<file path="src/rtl/bp_update_sched.sv">
// rtl/bp_update_sched.sv - branch-predictor table update scheduler with zeroing sweep
module bp_update_sched #(
  parameter int IDX_W = 11,
  parameter int DEPTH = 4,
  parameter int CNT_W = 16
) (
  input  logic               i_clk,
  input  logic               i_rst_n,
  input  logic               i_upd_valid,
  output logic               o_upd_ready,
  input  logic [4*IDX_W-1:0] i_upd_idx,
  input  logic [1:0]         i_upd_prov,
  input  logic               i_upd_taken,
  input  logic               i_upd_mispred,
  input  logic               i_clear,
  output logic [3:0]         o_wr_en,
  output logic [4*IDX_W-1:0] o_wr_idx,
  output logic               o_wr_zero,
  output logic [3:0]         o_wr_alloc,
  output logic               o_wr_taken,
  output logic               o_init_done,
  output logic [CNT_W-1:0]   o_alloc_cnt
);

  localparam int AW = $clog2(DEPTH);
  localparam int EW = 4*IDX_W + 4;

  typedef enum logic [1:0] {S_INIT, S_RUN, S_CLEAR} state_t;

  state_t             state_q, state_d;
  logic [IDX_W-1:0]   sweep_q, sweep_d;
  logic [EW-1:0]      mem [DEPTH];
  logic [AW-1:0]      wptr_q, rptr_q;
  logic [AW:0]        count_q;
  logic [CNT_W-1:0]   alloc_cnt_q;

  logic               sweeping, full, empty, push, pop, flush, do_alloc;
  logic [EW-1:0]      head;
  logic [4*IDX_W-1:0] head_idx;
  logic [1:0]         head_prov, alloc_tbl;
  logic               head_taken, head_mispred;

  assign sweeping     = (state_q != S_RUN);
  assign full         = (count_q == (AW+1)'(DEPTH));
  assign empty        = (count_q == '0);
  assign push         = i_upd_valid && !full;
  assign flush        = (state_q == S_RUN) && i_clear;
  // A clear in RUN discards the queue, so the head is not written that cycle either.
  assign pop          = (state_q == S_RUN) && !empty && !i_clear;

  assign head         = mem[rptr_q];
  assign head_idx     = head[4*IDX_W-1:0];
  assign head_prov    = head[4*IDX_W +: 2];
  assign head_taken   = head[4*IDX_W+2];
  assign head_mispred = head[4*IDX_W+3];
  assign alloc_tbl    = head_prov + 2'd1;
  assign do_alloc     = pop && head_mispred && (head_prov != 2'd3);

  assign o_upd_ready  = !full;
  assign o_init_done  = (state_q == S_RUN);
  assign o_alloc_cnt  = alloc_cnt_q;

  always_comb begin
    state_d = state_q;
    sweep_d = sweep_q;
    case (state_q)
      S_RUN: begin
        if (i_clear) begin
          state_d = S_CLEAR;
          sweep_d = '0;
        end
      end
      default: begin
        if (i_clear) begin
          sweep_d = '0;
        end else if (sweep_q == '1) begin
          state_d = S_RUN;
          sweep_d = '0;
        end else begin
          sweep_d = sweep_q + 1'b1;
        end
      end
    endcase
  end

  // Write strobes are masked while reset is held so the arrays see no sweep writes.
  always_comb begin
    o_wr_en    = '0;
    o_wr_idx   = '0;
    o_wr_zero  = 1'b0;
    o_wr_alloc = '0;
    o_wr_taken = 1'b0;
    if (i_rst_n) begin
      if (sweeping) begin
        o_wr_en   = 4'hF;
        o_wr_zero = 1'b1;
        o_wr_idx  = {4{sweep_q}};
      end else begin
        o_wr_idx = head_idx;
        if (pop) begin
          o_wr_en[head_prov] = 1'b1;
          o_wr_taken         = head_taken;
          if (do_alloc) begin
            o_wr_en[alloc_tbl]    = 1'b1;
            o_wr_alloc[alloc_tbl] = 1'b1;
          end
        end
      end
    end
  end

  always_ff @(posedge i_clk or negedge i_rst_n) begin
    if (!i_rst_n) begin
      state_q     <= S_INIT;
      sweep_q     <= '0;
      wptr_q      <= '0;
      rptr_q      <= '0;
      count_q     <= '0;
      alloc_cnt_q <= '0;
    end else begin
      state_q <= state_d;
      sweep_q <= sweep_d;
      if (flush) begin
        wptr_q  <= '0;
        rptr_q  <= '0;
        count_q <= '0;
      end else begin
        if (push) wptr_q <= wptr_q + 1'b1;
        if (pop)  rptr_q <= rptr_q + 1'b1;
        if (push && !pop)      count_q <= count_q + 1'b1;
        else if (!push && pop) count_q <= count_q - 1'b1;
      end
      if (do_alloc && (alloc_cnt_q != '1)) alloc_cnt_q <= alloc_cnt_q + 1'b1;
    end
  end

  always_ff @(posedge i_clk) begin
    if (push) mem[wptr_q] <= {i_upd_mispred, i_upd_taken, i_upd_prov, i_upd_idx};
  end

endmodule
</file>
<file path="config.mk">
export PLATFORM = sky130hd
export DESIGN_NAME = bp_update_sched
export DESIGN_NICKNAME = d
export VERILOG_FILES = /design/src/rtl/bp_update_sched.sv
export SDC_FILE = /design/constraint.sdc
export NUM_CORES = 1
export LEC_CHECK = 0
export ABC_AREA = 1
export CORE_MARGIN = 2
export CORE_UTILIZATION = 35
export DETAILED_ROUTE_END_ITERATION = 8
export HOLD_SLACK_MARGIN = 0.03
export PLACE_DENSITY = 0.64
export SKIP_LAST_GASP = 1
export SLEW_MARGIN = 15
export SYNTH_ARGS = -nofsm -noshare
export SYNTH_HDL_FRONTEND = slang
export SYNTH_SLANG_ARGS = --single-unit
</file>
<file path="constraint.sdc">
create_clock -name i_clk -period 3.1 [get_ports i_clk]
set_input_delay 0.62 -clock i_clk [delete_from_list [all_inputs] [get_ports i_clk]]
set_output_delay 0.62 -clock i_clk [all_outputs]
set_load 0.02 [all_outputs]
</file>
### Word-level counts from Yosys, hierarchy flattened

Memories as Yosys holds them, arrays and structs flattened.
Index checks and enable logic that the tools add are counted.

| cells by class | value |
|---|---|
| add/subtract/negate cells | 7 |
| reductions and logical operators | 22 |
| bitwise operators | 1 |
| equality and inequality tests | 8 |
| magnitude comparators | 4 |
| muxes and demuxes | 36 |

Operator list:

| cell | number |
|---|---|
| 44-bit 2-to-1 mux | 2 |
| 11-bit 2-to-1 mux | 4 |
| 4-bit 2-to-1 mux | 8 |
| 16-bit by 1-bit adder with 16-bit output (second input constant) | 1 |
| 2-bit 2-to-1 mux | 8 |
| 16-bit != test (second input constant) | 1 |
| 11-bit by 1-bit adder with 11-bit output (second input constant) | 1 |
| 11-bit equality test (second input constant) | 1 |
| 1-bit logical AND | 11 |
| 1-bit 2-to-1 mux | 9 |
| 3-bit 2-to-1 mux | 3 |
| 2-bit by 1-bit adder with 2-bit output (second input constant) | 3 |
| 2-bit by 3-bit < comparator with 1-bit output (second input constant) | 2 |
| 2-bit nonzero test | 3 |
| 1-bit zero test | 5 |
| 1-bit demux with 2-bit select | 2 |
| 2-bit by 1-bit >= comparator with 1-bit output (second input constant) | 2 |
| 2-bit by 1-bit != test with 1-bit output (second input constant) | 2 |
| 2-bit != test (second input constant) | 2 |
| 4-bit OR | 1 |
| 3-bit by 1-bit adder with 3-bit output (second input constant) | 1 |
| 3-bit equality test (second input constant) | 1 |
| 3-bit zero test | 1 |
| 3-bit AND reduction | 1 |
| other kinds (3) | 3 |

| storage, ports and cells | value |
|---|---|
| RAM bits | 192 |
| register bits after elaboration | 36 |
| memories kept | 1 |
| output and inout port bits | 72 |
| logic and storage cells | 85 |
| input bits | 52 |

Memory list:

| name | words | width | rd ports | clocked after Yosys merged registers in | write ports | line | source |
|---|---|---|---|---|---|---|---|
| mem | 4 | 48 | 1 | 0 | 1 | 32 | `logic [EW-1:0] mem [DEPTH];` |

### Longest topological paths before layout

An unclocked memory read counts as a cell.

| depth | value |
|---|---|
| word-level depth | 11 |
| depth in mapped cells | 13 |
| gate-level depth less buffers | 12 |

### Worst setup path before layout

OpenSTA, ideal clock, no wires.

| timing | value |
|---|---|
| path kind | register to register |
| start | register count_q[2] |
| end | memory mem[0][0] (netlist name) (enable) |
| required time | 2.646 ns |
| arrival | 2.820 ns |
| buffers on the path | 0 |
| period minus slack after synthesis | 3.274 ns |
| setup slack | -0.174 ns |
| setup time | 0.454 ns |
| cell stages (with the launch flop) | 4 |
| cells stage by stage | dfrtp_1 > nand2_1 > nand2_1 > nor2_1 |

| between the ends | value |
|---|---|
| longest elaborated chain between the ends | 5 |

Ends and longest elaborated chain:

| what | line | source |
|---|---|---|
| start: declaration | 34 | `logic [AW:0] count_q;` |
| start signal: assignment | 130 | `if (push && !pop) count_q <= count_q + 1'b1;` |
| start signal: assignment | 131 | `else if (!push && pop) count_q <= count_q - 1'b1;` |
| 3-bit equality test | 44 | `assign full = (count_q == (AW+1)'(DEPTH));` |
| 1-bit zero test | - |  |
| via o_upd_ready | 10 | `output logic o_upd_ready,` |
| 1-bit logical AND | 46 | `assign push = i_upd_valid && !full;` |
| 1-bit 2-to-1 mux | 138 | `if (push) mem[wptr_q] <= {i_upd_mispred, i_upd_taken, i_upd_prov, i_upd_idx};` |
| 1-bit 2-to-1 mux (not written as such) | 138 |  |
| end: declaration | 32 |  |

The timed path passes the listed nets, and every way through them passes these cells.

### Worst setup path after layout

| timing | value |
|---|---|
| start | register state_q[0] |
| end | output o_wr_idx[32] |

| between the ends | value |
|---|---|
| longest elaborated chain between the ends | 3 |

Ends and longest elaborated chain:

| what | line | source |
|---|---|---|
| start: declaration | 30 | `state_t state_q, state_d;` |
| start signal: assignment | 121 | `state_q <= state_d;` |
| 2-bit by 1-bit != test with 1-bit output | 43 | `assign sweeping = (state_q != S_RUN);` |
| 44-bit 2-to-1 mux | 94 | `if (sweeping) begin` |
| 44-bit 2-to-1 mux | 93 | `if (i_rst_n) begin` |
| end: declaration | 17 | `output logic [4*IDX_W-1:0] o_wr_idx,` |

No other way between the ends.

==> results.json <==
{
  "status": "complete, but fails checks",
  "violations": "negative setup slack",
  "arrival_ns": 2.58,
  "grt_max_degree": 81,
  "synth_top_area_frac": 0.580,
  "first_global_vias": 7035,
  "place_hpwl_um": 15200,
  "crit_family": "buffers and inverters",
  "drive_gt1_frac": 0.120,
  "clockPowerShare": 0.381,
  "nets": 1110,
  "utilization": 0.462,
  "n_fill_cell": 2481,
  "internal_power_mw": 6.26,
  "areaGrowthSynthToFinish_pct": 29.6,
  "finalCritPeriodShare": 1.03,
  "start_util": 0.357,
  "synth_top_area_cell": "edfxtp_1",
  "swShare": 0.247,
  "insertedDiodeCount": 0,
  "combPwrFrac": 0.134,
  "drc_errors": 0,
  "postRouteAntennaNets": 0,
  "clk_pin_slew_ns": 0.06,
  "drt_iter0_markers": 731,
  "end_kind": "primary output",
  "syn_nets": 969,
  "cpMostUsedCell": "nand2_1",
  "syn_area_sq_um": 9940,
  "root_buffer": "clkbuf_16",
  "grt_setup_unrepaired": "yes",
  "critPathLaunchType": "register",
  "cp_cell_sequence": "nand2_1 > inv_1 > nor2_1 > buf_6 > nand2_2 > nand2_1 > clkdlybuf4s50_1",
  "worstMarginPinSlew_ns": 0.525,
  "ctsHoldBuffers": 0,
  "insertion_delay_ns": 0.53,
  "gr-total-overflow": 0,
  "die_height_um": 173,
  "crit_buf_inv": 3,
  "hold_ws_ns": 0.127,
  "hold_violations": 0,
  "clock_sinks": 228,
  "routed_wl_um": 26300,
  "peakVddDrop_mv": 0.418,
  "switchingPower_mw": 2.05,
  "grt_usage": 0.173,
  "die-width_um": 173,
  "hp-class": "input pin to asynchronous set/reset pin",
  "cts_max_level": 1,
  "critPathMaxFanout": 12,
  "numCtsBuffers": 25,
  "placed_cell_area_sq_um": 11700,
  "syn_area_per_cell_sq_um": 11.0,
  "coreArea_sq_um": 27900,
  "sequentialPowerShare": 0.485,
  "post_drt_wl_per_cell_um": 18.3,
  "p_per_area_nw_per_um2": 645,
  "synth_warnings": 0,
  "relSlewSlack": 0.650,
  "worst_slack_ns": -0.0977,
  "ys_seq_area_frac": 0.671,
  "gp_congestion": 0.792,
  "grt_first_pass_wirelength_um": 40300,
  "die-area_sq_um": 29800,
  "antenna_found_initial": 0,
  "syn_inst": 905,
  "final_cells": 1439,
  "synth-seq-cells": 228,
  "crit_slowest_cell": "clkdlybuf4s50_1",
  "vias": 7360,
  "dp_cells": 1383,
  "vias_per_cell": 5.11,
  "pin_count": 124,
  "portBuffers": 122,
  "design_area_sq_um": 12900,
  "layout_min_cycle_time_ns": 3.20,
  "drv_cap": 0,
  "cpPeakStageDelay_ns": 0.63,
  "synth_area_leaders": "edfxtp_1, dfrtp_1, nand2_1",
  "row_count": 61,
  "clockBufferDepth": 3,
  "synth_cell_type_count": 36,
  "path_class": "register to primary output",
  "fin_worst_skew_ns": 0.0117,
  "fmax_mhz": 313,
  "p_leak_nw": 5.31,
  "report.final.slew_viol_count": 0,
  "crit_required_ns": 2.48,
  "tritoncts": "done",
  "setup_viol": 3,
  "drt_pre_antenna_iters": 5
}
per-stage QoR:
step,setup TNS [ns],total power [mW],worst slack (ns)
6_report,-0.191,8.31,-0.0977
5_1_grt,-0.530,8.66,-0.171
4_1_cts,-3.20,8.37,-0.181
3_5_place_dp,0,5.18,0.0231
3_3_place_gp,0,5.15,0.0564
2_1_floorplan,-33.32,4.69,-0.174
synthesized netlist by cell type:
library cell / number
nand3_2: 2
xnor2_1: 6
nor3b_1: 1
nand3_4: 2
nor2_2: 1
inv_1: 39
dfrtp_1: 36
conb_1: 1
nor2_1: 123
inv_2: 4
o22ai_1: 45
clkbuf_2: 2
o21ai_0: 110
a21oi_1: 6
edfxtp_1: 192
buf_1: 6
nand2_1: 171
clkbuf_1: 22
buf_4: 1
o21ai_1: 8
nand3b_1: 3
xor2_1: 9
a32oi_1: 2
nand3_1: 61
nand2_2: 4
fa_1: 1
buf_2: 13
nor2_4: 4
a21boi_0: 1
ha_1: 11
nand4_1: 10
nor3_1: 1
o31ai_1: 1
clkinv_1: 1
a2bb2oi_1: 1
buf_6: 4
layout make-up:
type                    instances  area, sq um  share of cell area
inverters                      44          176              0.0137
flip-flops and latches        228         6670               0.518
clock inverters                12          226              0.0176
clock buffers                  30          644              0.0500
repair buffers                162         1710               0.133
well taps                     378          473              0.0367
multi-input cells             585         2990               0.232
final timing paths:
path	from	endpoint	slack (ns)	cells after the start
worst max-delay path	state_q[0]	o_wr_idx[32]	-0.1	7
worst min-delay path	i_rst_n	o_alloc_cnt[10]	0.13	2
worst max register to register	rptr_q[1]	o_alloc_cnt[13]	0.82	11
worst min register to register	state_q[1]	state_q[1]	0.50	2
max in group asynchronous	i_rst_n	sweep_q[9]	2.64	2
min in group i_clk	state_q[1]	state_q[1]	0.50	2
power by group through the flow:
stage / Sequential [mW] / Clock (mW) / Combinational [mW]
2_1_floorplan: 4.09 / 0 / 0.598
3_3_place_gp: 4.08 / 0 / 1.07
3_5_place_dp: 4.09 / 0 / 1.09
4_1_cts: 4.03 / 3.22 / 1.11
5_1_grt: 4.07 / 3.34 / 1.24
6_report: 4.03 / 3.16 / 1.12
worst reg2reg max path: stages, from the launching register on:
cell	delay [ns]
dfrtp_1	0.43
clkinvlp_4	0.20
buf_4	0.18
a21oi_2	0.17
a32oi_4	0.09
ha_2	0.22
inv_2	0.10
nand3_4	0.10
buf_4	0.22
nor2_4	0.33
nand2_1	0.11
nand2_1	0.08
sequential cells by signal (all words and copies together), names as in the netlist:
| register | flops |
|---|---|
| o_alloc_cnt | 16 |
| state_q | 2 |
| count_q | 3 |
| sweep_q | 11 |
| wptr_q | 2 |
| rptr_q | 2 |
| mem | 192 |
cells in the final DEF (no fill, tap or decap), drive strengths merged, types with 36 or more instances in the layout:
master         count
dfrtp             36
buf               42
nand3             65
inv               42
o21ai            118
nand2            175
edfxtp           192
o22ai             45
clkdlybuf4s50     72
nor2             128
cell families (layout without fill, tap and decap cells):
| group | after synthesis | in the layout | synth area share |
|---|---|---|---|
| adders and majority gates | 12 | 12 | 0.0159 |
| xor gates and xnor gates | 15 | 15 | 0.0132 |
| and+or+nand+nor | 383 | 383 | 0.165 |
| DFF | 228 | 228 | 0.671 |
| buffers and inverters | 92 | 248 | 0.0400 |
| AOI/OAI and AO/OA | 174 | 174 | 0.0949 |
| other | 1 | 1 | 0.000377 |
timing repair:
item                       in CTS  in global routing
gates cloned                    2                  0
pin swaps                       2                  3
resized for setup              45                 63
setup buffers                   9                  3
setup endpoints to repair      51                 32
per-layer routing:
layer	wire length [um]	share of wire	vias up	track usage
li1	-	-	3461	-
met1	11000	0.42	3592	0.227
met2	12800	0.49	261	0.296
met3	1780	0.068	46	0.0303
met4	687	0.026	0	0.0470
met5	0	0	-	0
No activity file was read; power rests on OpenSTA's default activity.
